<file path="src/rtl/arbiter_memory_packet_n_to_1_pkg.sv">
// Shared MemoryPacket / FIFO-state types and the arbiter FSM encoding for
// the N-to-1 packet arbiter and its FIFOs.
package arbiter_memory_packet_n_to_1_pkg;

  typedef enum logic {ARB_RESET, ARB_ACTIVE} type_arbiter_state;

  typedef struct packed {
    logic [7:0] hops;
    logic [7:0] dest;
  } MemoryPacketRoute;

  typedef struct packed {
    MemoryPacketRoute route;
    logic [15:0]      seq_id;
  } MemoryPacketMeta;

  typedef struct packed {
    MemoryPacketMeta meta;
    logic [31:0]     data;
  } MemoryPacketPayload;

  typedef struct packed {
    logic               valid;
    MemoryPacketPayload payload;
  } MemoryPacket;

  typedef struct packed {
    logic rd_en;
  } FIFOStateSignalsInput;

  typedef struct packed {
    logic empty;
    logic prog_full;
  } FIFOStateSignalsOutput;

  typedef struct packed {
    logic empty;
    logic full;
    logic prog_full;
  } FIFOStateSignalsOutInternal;

  function automatic FIFOStateSignalsOutput map_internal_fifo_signals_to_output(
    input FIFOStateSignalsOutInternal s);
    FIFOStateSignalsOutput o;
    o.empty     = s.empty;
    o.prog_full = s.prog_full;
    return o;
  endfunction

endpackage

</file>
<file path="src/rtl/arbiter_memory_packet_n_to_1_fifo.sv">
// Synchronous MemoryPacket payload FIFO with show-ahead head and registered
// empty/full/prog_full flags derived from the next-cycle fill count.
module fifo_memory_packet_sync
  import arbiter_memory_packet_n_to_1_pkg::*;
#(
  parameter int DEPTH       = 16,
  parameter int PROG_THRESH = 12
) (
  input  logic                       clk,
  input  logic                       reset,
  input  logic                       wr_en,
  input  logic                       rd_en,
  input  MemoryPacketPayload         din,
  output MemoryPacketPayload         dout,
  output FIFOStateSignalsOutInternal state
);
  localparam int CW = $clog2(DEPTH + 1);
  localparam int AW = (DEPTH > 1) ? $clog2(DEPTH) : 1;

  MemoryPacketPayload mem [DEPTH];
  logic [AW-1:0] wr_ptr, rd_ptr;
  logic [CW-1:0] count, count_next;
  logic          do_wr, do_rd;

  // Full blocks writes even when a read happens in the same cycle.
  assign do_wr = wr_en && !state.full;
  assign do_rd = rd_en && !state.empty;
  assign dout  = mem[rd_ptr];

  function automatic logic [AW-1:0] wrap_inc(input logic [AW-1:0] p);
    return (p == AW'(DEPTH - 1)) ? '0 : p + 1'b1;
  endfunction

  always_comb begin
    count_next = count;
    if (do_wr && !do_rd)      count_next = count + 1'b1;
    else if (do_rd && !do_wr) count_next = count - 1'b1;
  end

  always_ff @(posedge clk) begin
    if (reset) begin
      wr_ptr <= '0;
      rd_ptr <= '0;
      count  <= '0;
      state  <= '{empty: 1'b1, full: 1'b0, prog_full: 1'b0};
    end else begin
      if (do_wr) wr_ptr <= wrap_inc(wr_ptr);
      if (do_rd) rd_ptr <= wrap_inc(rd_ptr);
      count           <= count_next;
      state.empty     <= (count_next == '0);
      state.full      <= (count_next == CW'(DEPTH));
      state.prog_full <= (count_next >= CW'(PROG_THRESH));
    end
  end

  always_ff @(posedge clk)
    if (do_wr) mem[wr_ptr] <= din;

endmodule

</file>
<file path="src/rtl/arbiter_memory_packet_n_to_1.sv">
// N-to-1 round-robin MemoryPacket arbiter: per-channel skid buffers into a
// shared output FIFO. Define ARBITER_MEMORY_PACKET_HOPS_EN to bump route.hops on grant.
module arbiter_memory_packet_n_to_1
  import arbiter_memory_packet_n_to_1_pkg::*;
#(
  parameter int NUM_CHANNELS = 4,
  parameter int FIFO_DEPTH   = 16,
  parameter int PROG_THRESH  = 12,
  parameter int IN_BUF_DEPTH = 2
) (
  input  logic                          ap_clk,
  input  logic                          areset,
  input  MemoryPacket [NUM_CHANNELS-1:0] request_in,
  output logic [NUM_CHANNELS-1:0]       request_in_ready,
  input  FIFOStateSignalsInput          fifo_request_signals_in,
  output FIFOStateSignalsOutput         fifo_request_signals_out,
  output MemoryPacket                   request_out,
  output logic [NUM_CHANNELS-1:0]       grant_out
);
  localparam int GW = (NUM_CHANNELS > 1) ? $clog2(NUM_CHANNELS) : 1;

  type_arbiter_state          state, state_next;
  logic [GW-1:0]              ptr, gidx;
  logic [NUM_CHANNELS-1:0]    grant;
  logic [NUM_CHANNELS-1:0]    in_pf_unused;
  MemoryPacketPayload         in_head  [NUM_CHANNELS];
  FIFOStateSignalsOutInternal in_state [NUM_CHANNELS];
  MemoryPacketPayload         win, out_head;
  FIFOStateSignalsOutInternal out_state;

  always_ff @(posedge ap_clk)
    if (areset) state <= ARB_RESET;
    else        state <= state_next;

  always_comb begin
    state_next = state;
    case (state)
      ARB_RESET:  state_next = ARB_ACTIVE;
      ARB_ACTIVE: state_next = ARB_ACTIVE;
      default:    state_next = ARB_RESET;
    endcase
  end

  for (genvar i = 0; i < NUM_CHANNELS; i++) begin : g_ch
    assign request_in_ready[i] = (state == ARB_ACTIVE) && !in_state[i].full;
    assign in_pf_unused[i]     = in_state[i].prog_full;

    fifo_memory_packet_sync #(.DEPTH(IN_BUF_DEPTH), .PROG_THRESH(IN_BUF_DEPTH)) u_buf (
      .clk   (ap_clk),
      .reset (areset),
      .wr_en (request_in[i].valid && request_in_ready[i]),
      .rd_en (grant[i]),
      .din   (request_in[i].payload),
      .dout  (in_head[i]),
      .state (in_state[i])
    );

    // A packet offered without ready is lost; producers must honour ready.
    ap_no_drop: assert property (@(posedge ap_clk) disable iff (areset)
      request_in[i].valid |-> request_in_ready[i]);
  end

  // Round-robin search starting just after the last granted channel.
  always_comb begin
    logic [GW-1:0] idx;
    grant = '0;
    gidx  = ptr;
    idx   = '0;
    if (state == ARB_ACTIVE && !out_state.full)
      for (int k = 1; k <= NUM_CHANNELS; k++) begin
        idx = GW'((int'(ptr) + k) % NUM_CHANNELS);
        if (grant == '0 && !in_state[idx].empty) begin
          grant[idx] = 1'b1;
          gidx       = idx;
        end
      end
  end

  always_comb begin
    win = in_head[gidx];
`ifdef ARBITER_MEMORY_PACKET_HOPS_EN
    if (win.meta.route.hops != '1)
      win.meta.route.hops = win.meta.route.hops + 1'b1;
`endif
  end

  always_ff @(posedge ap_clk)
    if (areset)          ptr <= GW'(NUM_CHANNELS - 1);
    else if (grant != '0) ptr <= gidx;

  fifo_memory_packet_sync #(.DEPTH(FIFO_DEPTH), .PROG_THRESH(PROG_THRESH)) u_out (
    .clk   (ap_clk),
    .reset (areset),
    .wr_en (|grant),
    .rd_en (fifo_request_signals_in.rd_en),
    .din   (win),
    .dout  (out_head),
    .state (out_state)
  );

  assign fifo_request_signals_out = map_internal_fifo_signals_to_output(out_state);
  assign grant_out                = grant;

  // Payload holds after a pop so downstream can sample it late.
  always_ff @(posedge ap_clk) begin
    if (areset) begin
      request_out <= '0;
    end else if (fifo_request_signals_in.rd_en && !out_state.empty) begin
      request_out.valid   <= 1'b1;
      request_out.payload <= out_head;
    end else begin
      request_out.valid <= 1'b0;
    end
  end

  logic unused_ok;
  assign unused_ok = ^in_pf_unused;

endmodule
</file>
<file path="config.mk">
export PLATFORM = sky130hd
export DESIGN_NAME = arbiter_memory_packet_n_to_1
export DESIGN_NICKNAME = d
export VERILOG_FILES = /design/src/rtl/arbiter_memory_packet_n_to_1_pkg.sv /design/src/rtl/arbiter_memory_packet_n_to_1_fifo.sv /design/src/rtl/arbiter_memory_packet_n_to_1.sv
export SDC_FILE = /design/constraint.sdc
export NUM_CORES = 2
export LEC_CHECK = 0
export ABC_CLOCK_PERIOD_IN_PS = 10600
export CORE_UTILIZATION = 27
export DETAILED_ROUTE_END_ITERATION = 7
export SYNTH_ARGS = -nofsm -noshare
export SYNTH_HDL_FRONTEND = slang
export SYNTH_SLANG_ARGS = --single-unit
</file>
<file path="constraint.sdc">
create_clock -name ap_clk -period 10.6 [get_ports ap_clk]
set_input_delay 2.12 -clock ap_clk [delete_from_list [all_inputs] [get_ports ap_clk]]
set_output_delay 2.12 -clock ap_clk [all_outputs]
set_load 0.01 [all_outputs]
</file>
# Word level (Yosys, flattened, before mapping)
# Memory sizes are Yosys's and may differ from the RTL's. A register that Yosys moved wholly into a read port is not among the register bits.
# Cells that the tools add are included.
# op_classes
addsub,24
order_cmp,18
n_eq_ne,7
mux,76
bitwise,8
n_reduce_logical,69
# ops
op,count
64-bit binary-select mux with 2-bit select,1
64-bit two-way mux,2
4-bit two-way mux,10
1-bit logical AND,36
1-bit two-way mux,32
2-bit two-way mux,13
3-bit binary-select mux with 2-bit select,4
3-bit two-way mux,8
1-bit logical NOT,23
"3-bit greater-or-equal comparator, second input constant",5
2-bit inverter with 3-bit output,5
"2-bit by 1-bit adder with 2-bit output, second input constant",6
4-bit logical NOT,3
"2-bit by 3-bit less-than comparator with 1-bit output, second input constant",4
4-bit bitwise OR,3
5-bit two-way mux,2
"1-bit adder, second input constant",8
"4-bit by 1-bit adder with 4-bit output, second input constant",2
1-bit demux with 2-bit select,4
"2-bit equality test, second input constant",4
"4-bit equality test, second input constant",2
"2-bit by 1-bit greater-or-equal comparator with 1-bit output, second input constant",4
"2-bit greater-or-equal comparator, second input constant",4
2-bit logical NOT,4
other kinds (9),13
# totals
ff_bits,48
ram_bits,1536
input_bits,263
output_inout_bits,75
wordCells,240
mem_count,5
# memory_table
memory,words,word_bits,read_ports,rd_clocked_by_memory_dff,write_ports,line_no,rtl
u_out.mem,16,64,1,1,1,arbiter_memory_packet_n_to_1_fifo.sv:20,MemoryPacketPayload mem [DEPTH];
g_ch[0].u_buf.mem,2,64,1,1,1,arbiter_memory_packet_n_to_1_fifo.sv:20,
g_ch[1].u_buf.mem,2,64,1,1,1,arbiter_memory_packet_n_to_1_fifo.sv:20,
g_ch[2].u_buf.mem,2,64,1,1,1,arbiter_memory_packet_n_to_1_fifo.sv:20,
g_ch[3].u_buf.mem,2,64,1,1,1,arbiter_memory_packet_n_to_1_fifo.sv:20,

# Logic depth before layout (Yosys ltp)
# depth
ltp_word,26
ltp_mapped,16
depth_no_buf,11

# Cells and area by module
# A second synthesis with hierarchy kept.
# hier_totals
hier_cells,2941
area_unflattened_um2,63990.1
# by_module_without_submodules
mod,n_inst,cells_per_inst,area_per_inst_um2,seq_area_each_um2
fifo_memory_packet_sync (u_out),1,1539,39550.4,31149.9
fifo_memory_packet_sync (g_ch[0].u_buf ...),4,235,4971.0,3983.8
arbiter_memory_packet_n_to_1,1,462,4555.6,1361.3

# Worst setup path before layout
# Ideal clock, no wire load.
# synth_timing
path_kind,reg2reg
start,reg ptr[0]
end,"mem u_out.mem[0][0] (netlist name), enable pin"
setup_ps,565
arrival_time_ps,7338
t_required_ps,10035
setup_slack_ps,2698
path_stages_with_launch,15
path_buffers,5
synth_period_minus_slack_ps,7902
path_cell_list,dfxtp_1 buf_6 inv_1 ha_1 clkbuf_1 mux4_2 buf_6 o21ba_2 o21ai_2 a41oi_1 a31oi_1 buf_4 buf_2 nand2_1 nor3_1
# synth_via
elab_chain_cells,23
word_cells_on_any_way,64
cone_classes,4 x add/sub; 8 x order compare; 30 x mux; 7 x bitwise; 15 x reduce/logical
# synth_rtl
element,line_no,rtl
from (decl),arbiter_memory_packet_n_to_1.sv:23,"logic [GW-1:0] ptr, gidx;"
from (signal assigned),arbiter_memory_packet_n_to_1.sv:88,if (areset) ptr <= GW'(NUM_CHANNELS - 1);
from (signal assigned),arbiter_memory_packet_n_to_1.sv:89,else if (grant != '0) ptr <= gidx;
2-bit by 1-bit adder with 2-bit output,arbiter_memory_packet_n_to_1.sv:71,idx = GW'((int'(ptr) + k) % NUM_CHANNELS);
2-bit by 3-bit less-than comparator with 1-bit output (implied by the code) (tied with other cells),arbiter_memory_packet_n_to_1.sv:73,grant[idx] = 1'b1;
1-bit logical AND (implied by the code) or 3-bit binary-select mux with 2-bit select (tied branches),"arbiter_memory_packet_n_to_1.sv:73, arbiter_memory_packet_n_to_1.sv:72",
1-bit two-way mux (implied by the code) or 3-bit two-way mux (tied branches),"arbiter_memory_packet_n_to_1.sv:73, arbiter_memory_packet_n_to_1.sv:72",
1-bit demux with 2-bit select or 3-bit two-way mux (tied branches),"arbiter_memory_packet_n_to_1.sv:73, arbiter_memory_packet_n_to_1.sv:72",
4-bit two-way mux,arbiter_memory_packet_n_to_1.sv:72,if (grant == '0 && !in_state[idx].empty) begin
4-bit two-way mux,arbiter_memory_packet_n_to_1.sv:69,if (state == ARB_ACTIVE && !out_state.full)
4-bit logical NOT,arbiter_memory_packet_n_to_1.sv:72,
(+7 left out),--,
4-bit logical NOT,arbiter_memory_packet_n_to_1.sv:72,
1-bit logical AND,arbiter_memory_packet_n_to_1.sv:72,
4-bit two-way mux *,arbiter_memory_packet_n_to_1.sv:72,
4-bit two-way mux *,arbiter_memory_packet_n_to_1.sv:69,
4-bit OR reduction *,arbiter_memory_packet_n_to_1.sv:94,".wr_en (|grant),"
1-bit logical AND *,arbiter_memory_packet_n_to_1_fifo.sv:26,assign do_wr = wr_en && !state.full;
1-bit two-way mux *,arbiter_memory_packet_n_to_1_fifo.sv:57,if (do_wr) mem[wr_ptr] <= din;
1-bit two-way mux (implied by the code) *,arbiter_memory_packet_n_to_1_fifo.sv:57,
to (decl),arbiter_memory_packet_n_to_1_fifo.sv:20,
# Every way passes the cells marked *; elsewhere a longest branch is shown, timed or not. The select of a mux whose other input is x is not followed.

# Worst setup path after layout
# layout_timing
start,reg ptr[0]
end,out grant_out[0]
# layout_via
elab_chain_cells,19
word_cells_on_any_way,60
cone_classes,4 x add/sub; 8 x order compare; 28 x mux; 7 x bitwise; 13 x reduce/logical
# layout_rtl
element,line_no,rtl
2-bit by 1-bit adder with 2-bit output,arbiter_memory_packet_n_to_1.sv:71,
2-bit by 3-bit less-than comparator with 1-bit output (implied by the code) (tied with other cells),arbiter_memory_packet_n_to_1.sv:73,
1-bit logical AND (implied by the code) or 3-bit binary-select mux with 2-bit select (tied branches),"arbiter_memory_packet_n_to_1.sv:73, arbiter_memory_packet_n_to_1.sv:72",
1-bit two-way mux (implied by the code) or 3-bit two-way mux (tied branches),"arbiter_memory_packet_n_to_1.sv:73, arbiter_memory_packet_n_to_1.sv:72",
1-bit demux with 2-bit select or 3-bit two-way mux (tied branches),"arbiter_memory_packet_n_to_1.sv:73, arbiter_memory_packet_n_to_1.sv:72",
4-bit two-way mux,arbiter_memory_packet_n_to_1.sv:72,
4-bit two-way mux,arbiter_memory_packet_n_to_1.sv:69,
4-bit logical NOT,arbiter_memory_packet_n_to_1.sv:72,
(+3 left out),--,
4-bit logical NOT,arbiter_memory_packet_n_to_1.sv:72,
1-bit logical AND,arbiter_memory_packet_n_to_1.sv:72,
4-bit two-way mux,arbiter_memory_packet_n_to_1.sv:72,
4-bit two-way mux,arbiter_memory_packet_n_to_1.sv:69,
4-bit logical NOT,arbiter_memory_packet_n_to_1.sv:72,
1-bit logical AND,arbiter_memory_packet_n_to_1.sv:72,
4-bit two-way mux *,arbiter_memory_packet_n_to_1.sv:72,
4-bit two-way mux *,arbiter_memory_packet_n_to_1.sv:69,
to (decl),arbiter_memory_packet_n_to_1.sv:18,output logic [NUM_CHANNELS-1:0] grant_out
# Marked as above.

==> results.py <==
metrics = {
    "run_status": {
        "status": "completed",
    },
    "floorplanning": {
        "std_cell_rows": 177,
        "dieArea_sq_um": 236000,
        "io_pins": 338,
        "coreArea_sq_um": 233000,
        "initial_core_util_pct": 27.2,
        "die_h_um": 486,
        "die-width_um": 486,
    },
    "synthesis": {
        "synth_fp_nets": 3274,
        "synthFlopType": "edfxtp_1",
        "yosys_warnings": 0,
        "synth-async-reset-ratio_pct": 0,
        "avgSynthCellArea_sq_um": 21.1,
        "syn_inst": 2998,
        "ys_ff_latch": 1648,
        "ys_types": 58,
        "syn-cell-area_sq_um": 63200,
        "ys_seq_area_share_pct": 76.5,
        "synth_edf_count": 1536,
    },
    "hold_path": {
        "hold-path-endpoint": "request_out[52]",
        "min_from": "request_out[52]",
        "hp-class": "flop to flop",
        "hold_depth": 2,
    },
    "global_route": {
        "antenna_found_initial": 5,
        "grt_max_degree": 138,
        "grt_usage_pct": 13.5,
        "grt_pass1_wl_um": 230000,
        "grt_remaining_overflow": 0,
        "grt_pass1_vias": 31100,
    },
    "finish": {
        "fin_nets": 3671,
        "syn2layout_area_growth_pct": 19.2,
        "postLayoutCoreUtil_pct": 32.4,
        "fillCellCount": 22100,
        "layout.cells.non_filler": 6563,
        "drive_gt1_share_pct": 20.6,
    },
    "clock_network": {
        "cts_num_sinks": 1648,
        "htree_levels": 4,
        "cts_tree": "built",
        "cts_made_buffers": 153,
        "clk_path_buf_depth": 3,
        "clkTransAtPathRegs_ns": 0.06,
        "cts_resized": 0,
        "cts-hold-fix-buffers": 0,
        "cts_root_buffer": "clkbuf_16",
        "clk_latency_ns": 0.79,
        "cts_setup_buffers": 0,
    },
    "route": {
        "wl_um": 161000,
        "drc_errors": 0,
        "via_count": 30300,
        "wire_per_inst_um": 24.6,
        "postRouteAntennaNets": 0,
        "dr.pass1.iters": 5,
        "vias_per_cell": 4.61,
        "drtIter0Drc": 2620,
    },
    "sta": {
        "finalSetupViolations": 0,
        "post-route-min-period_ns": 6.61,
        "finalHoldViolCount": 0,
        "hold_ws_ns": 0.453,
        "setup_tns_ns": 0,
        "worst_slew_pin_slew_ns": 1.12,
        "maxSlewViolCount": 0,
        "fin_crit_sh_pct": 62.3,
        "rsz0062_at_grt": "false",
        "fin_skew_ns": 0.0239,
        "timing.fmax_mhz": 151,
        "slew_headroom_pct": 25.0,
    },
    "critical_path": {
        "path_cells": "inv_1 > ha_1 > mux4_2 > o21bai_1 > a32o_2 > or4_4 > a21oi_1 > clkdlybuf4s50_1",
        "cp_slowest_cell": "dfxtp_1",
        "reg2reg_from": "ptr[0]",
        "crit_path_end_kind": "primary output",
        "cp_data_arrival_time_ns": 4.49,
        "cp_data_required_time_ns": 8.48,
        "critPathMaxFanout": 13,
        "crit_path_start_kind": "flop",
        "worstRegToRegCells": 12,
        "path_class": "flop to primary output",
        "r2r_setup_slack_ns": 4.81,
        "r2r_end": "u_out.mem[12][30]",
        "cpPeakStageDelay_ns": 0.75,
    },
    "placement": {
        "dp_hpwl_um": 100000,
        "port_buffers": 337,
        "gp_congestion": 0.766,
        "dpl.cell_count": 6283,
    },
    "power": {
        "power_density_nw_per_um2": 245,
        "ir_drop_uv": 176,
        "p_leak_nw": 22.5,
        "total_power_mw": 18.4,
    },
    "flow_run": {
        "cap_violations": 0,
    },
}
==> worst max-delay path by stage <==
stage                                 end    from
after floorplan           u_out.mem[0][0]  ptr[0]
after global placement       grant_out[0]  ptr[0]
after detailed placement     grant_out[0]  ptr[0]
after CTS                    grant_out[0]  ptr[0]
after global routing         grant_out[0]  ptr[0]
final                        grant_out[0]  ptr[0]
==> cell usage in the layout, fill, tap and decap left out, types with 8 or more instances in the layout <==
cell | synthesis | layout
buf_4 | 13 | 66
nor2_1 | 67 | 47
a31oi_1 | 9 | 8
xor2_1 | 8 | 8
mux2i_1 | 270 | 270
clkbuf_16 | 0 | 155
clkinvlp_4 | 0 | 8
clkbuf_1 | 101 | 39
nor2_4 | 0 | 20
dfxtp_1 | 112 | 104
nand2_1 | 154 | 154
clkinv_2 | 0 | 13
edfxtp_1 | 1536 | 1536
ha_1 | 13 | 13
inv_1 | 78 | 78
dfxtp_4 | 0 | 8
clkdlybuf4s50_1 | 0 | 336
bufinv_16 | 0 | 9
xnor2_1 | 13 | 12
a21oi_1 | 86 | 86
clkinv_1 | 0 | 29
mux4_2 | 387 | 387
==> area by class of cell <==
cell class / count / area [sq um] / share of cell area, %
clock inverter: 77 / 742 / 0.985
sequential: 1648 / 48400 / 64.3
multi-input combinational: 1110 / 14100 / 18.7
inverter: 78 / 293 / 0.389
timing repair buffer: 404 / 3900 / 5.18
clock buffer: 199 / 4090 / 5.44
tap: 3043 / 3810 / 5.06
antenna: 4 / 10.0 / 0.0133
==> power breakdown <==
part | switching [mW] | internal, mW | total [mW]
clock network | 2.38 | 2.96 | 5.34
registers | 0.162 | 8.75 | 8.91
logic | 2.75 | 1.43 | 4.17
==> Yosys cell counts (3+ instances only) <==
master / number / area (sq um)
a21o_1: 3 / 22.5
a21oi_1: 86 / 430
a311oi_2: 3 / 45.0
a31oi_1: 9 / 56.3
and2_1: 6 / 37.5
buf_1: 39 / 146
buf_2: 7 / 35.0
buf_4: 13 / 97.6
clkbuf_1: 101 / 379
dfxtp_1: 112 / 2240
edfxtp_1: 1536 / 46100
ha_1: 13 / 163
inv_1: 78 / 293
mux2_2: 5 / 56.3
mux2i_1: 270 / 2700
mux4_2: 387 / 8720
nand2_1: 154 / 578
nand2b_1: 7 / 43.8
nand3_1: 5 / 25.0
nand3b_1: 4 / 30.0
nand4_1: 6 / 37.5
nor2_1: 67 / 251
nor2b_1: 5 / 31.3
nor3_1: 6 / 30.0
o211ai_1: 3 / 22.5
o21ai_0: 4 / 20.0
o21bai_1: 3 / 22.5
or2_1: 3 / 18.8
or2_2: 5 / 31.3
xnor2_1: 13 / 114
xor2_1: 8 / 70.1
==> metrics by stage <==
step	cell area [sq um]	setup slack, ns
6_report	75300	3.99
5_1_grt	75300	3.82
4_1_cts	75300	3.98
3_5_place_dp	70500	4.81
3_3_place_gp	70500	4.85
2_1_floorplan	63200	2.70
==> routing by layer <==
layer,GRT usage (%),share of wire [%],vias to the layer above
li1,-,-,13000
met1,19.0,45,16100
met2,21.5,47,1028
met3,2.91,6.5,152
met4,2.82,1.4,0
met5,0,0,-
==> registers in the layout, summed over array words and instances (netlist names), named ones only <==
signal,flops
g_ch.u_buf.count,8
g_ch.u_buf.mem,512
g_ch.u_buf.rd_ptr,4
g_ch.u_buf.state,8
g_ch.u_buf.wr_ptr,4
ptr,2
request_out,65
state,1
u_out.count,5
u_out.mem,1024
u_out.rd_ptr,4
u_out.state,3
u_out.wr_ptr,4
==> logic make-up after synthesis <==
kind of cell,count (synthesis),synth area share (%)
compound gates,132,1.28
xor+xnor,21,0.291
fa+ha+maj,13,0.257
buf+inv,240,1.54
flops,1648,76.5
mux,662,18.2
simple gates,282,1.94
==> worst max-delay path: cells and delay by family, from the launching register on <==
kind | cells | cell delay, ns
AO/OA/AOI/OAI | 3 | 0.69
adder cells (fa/ha/maj) | 1 | 0.50
buffers and inverters | 2 | 0.82
flip-flops | 1 | 0.75
multiplexers | 1 | 0.47
AND/OR/NAND/NOR | 1 | 0.49
Power figures use the tool's default switching activity.
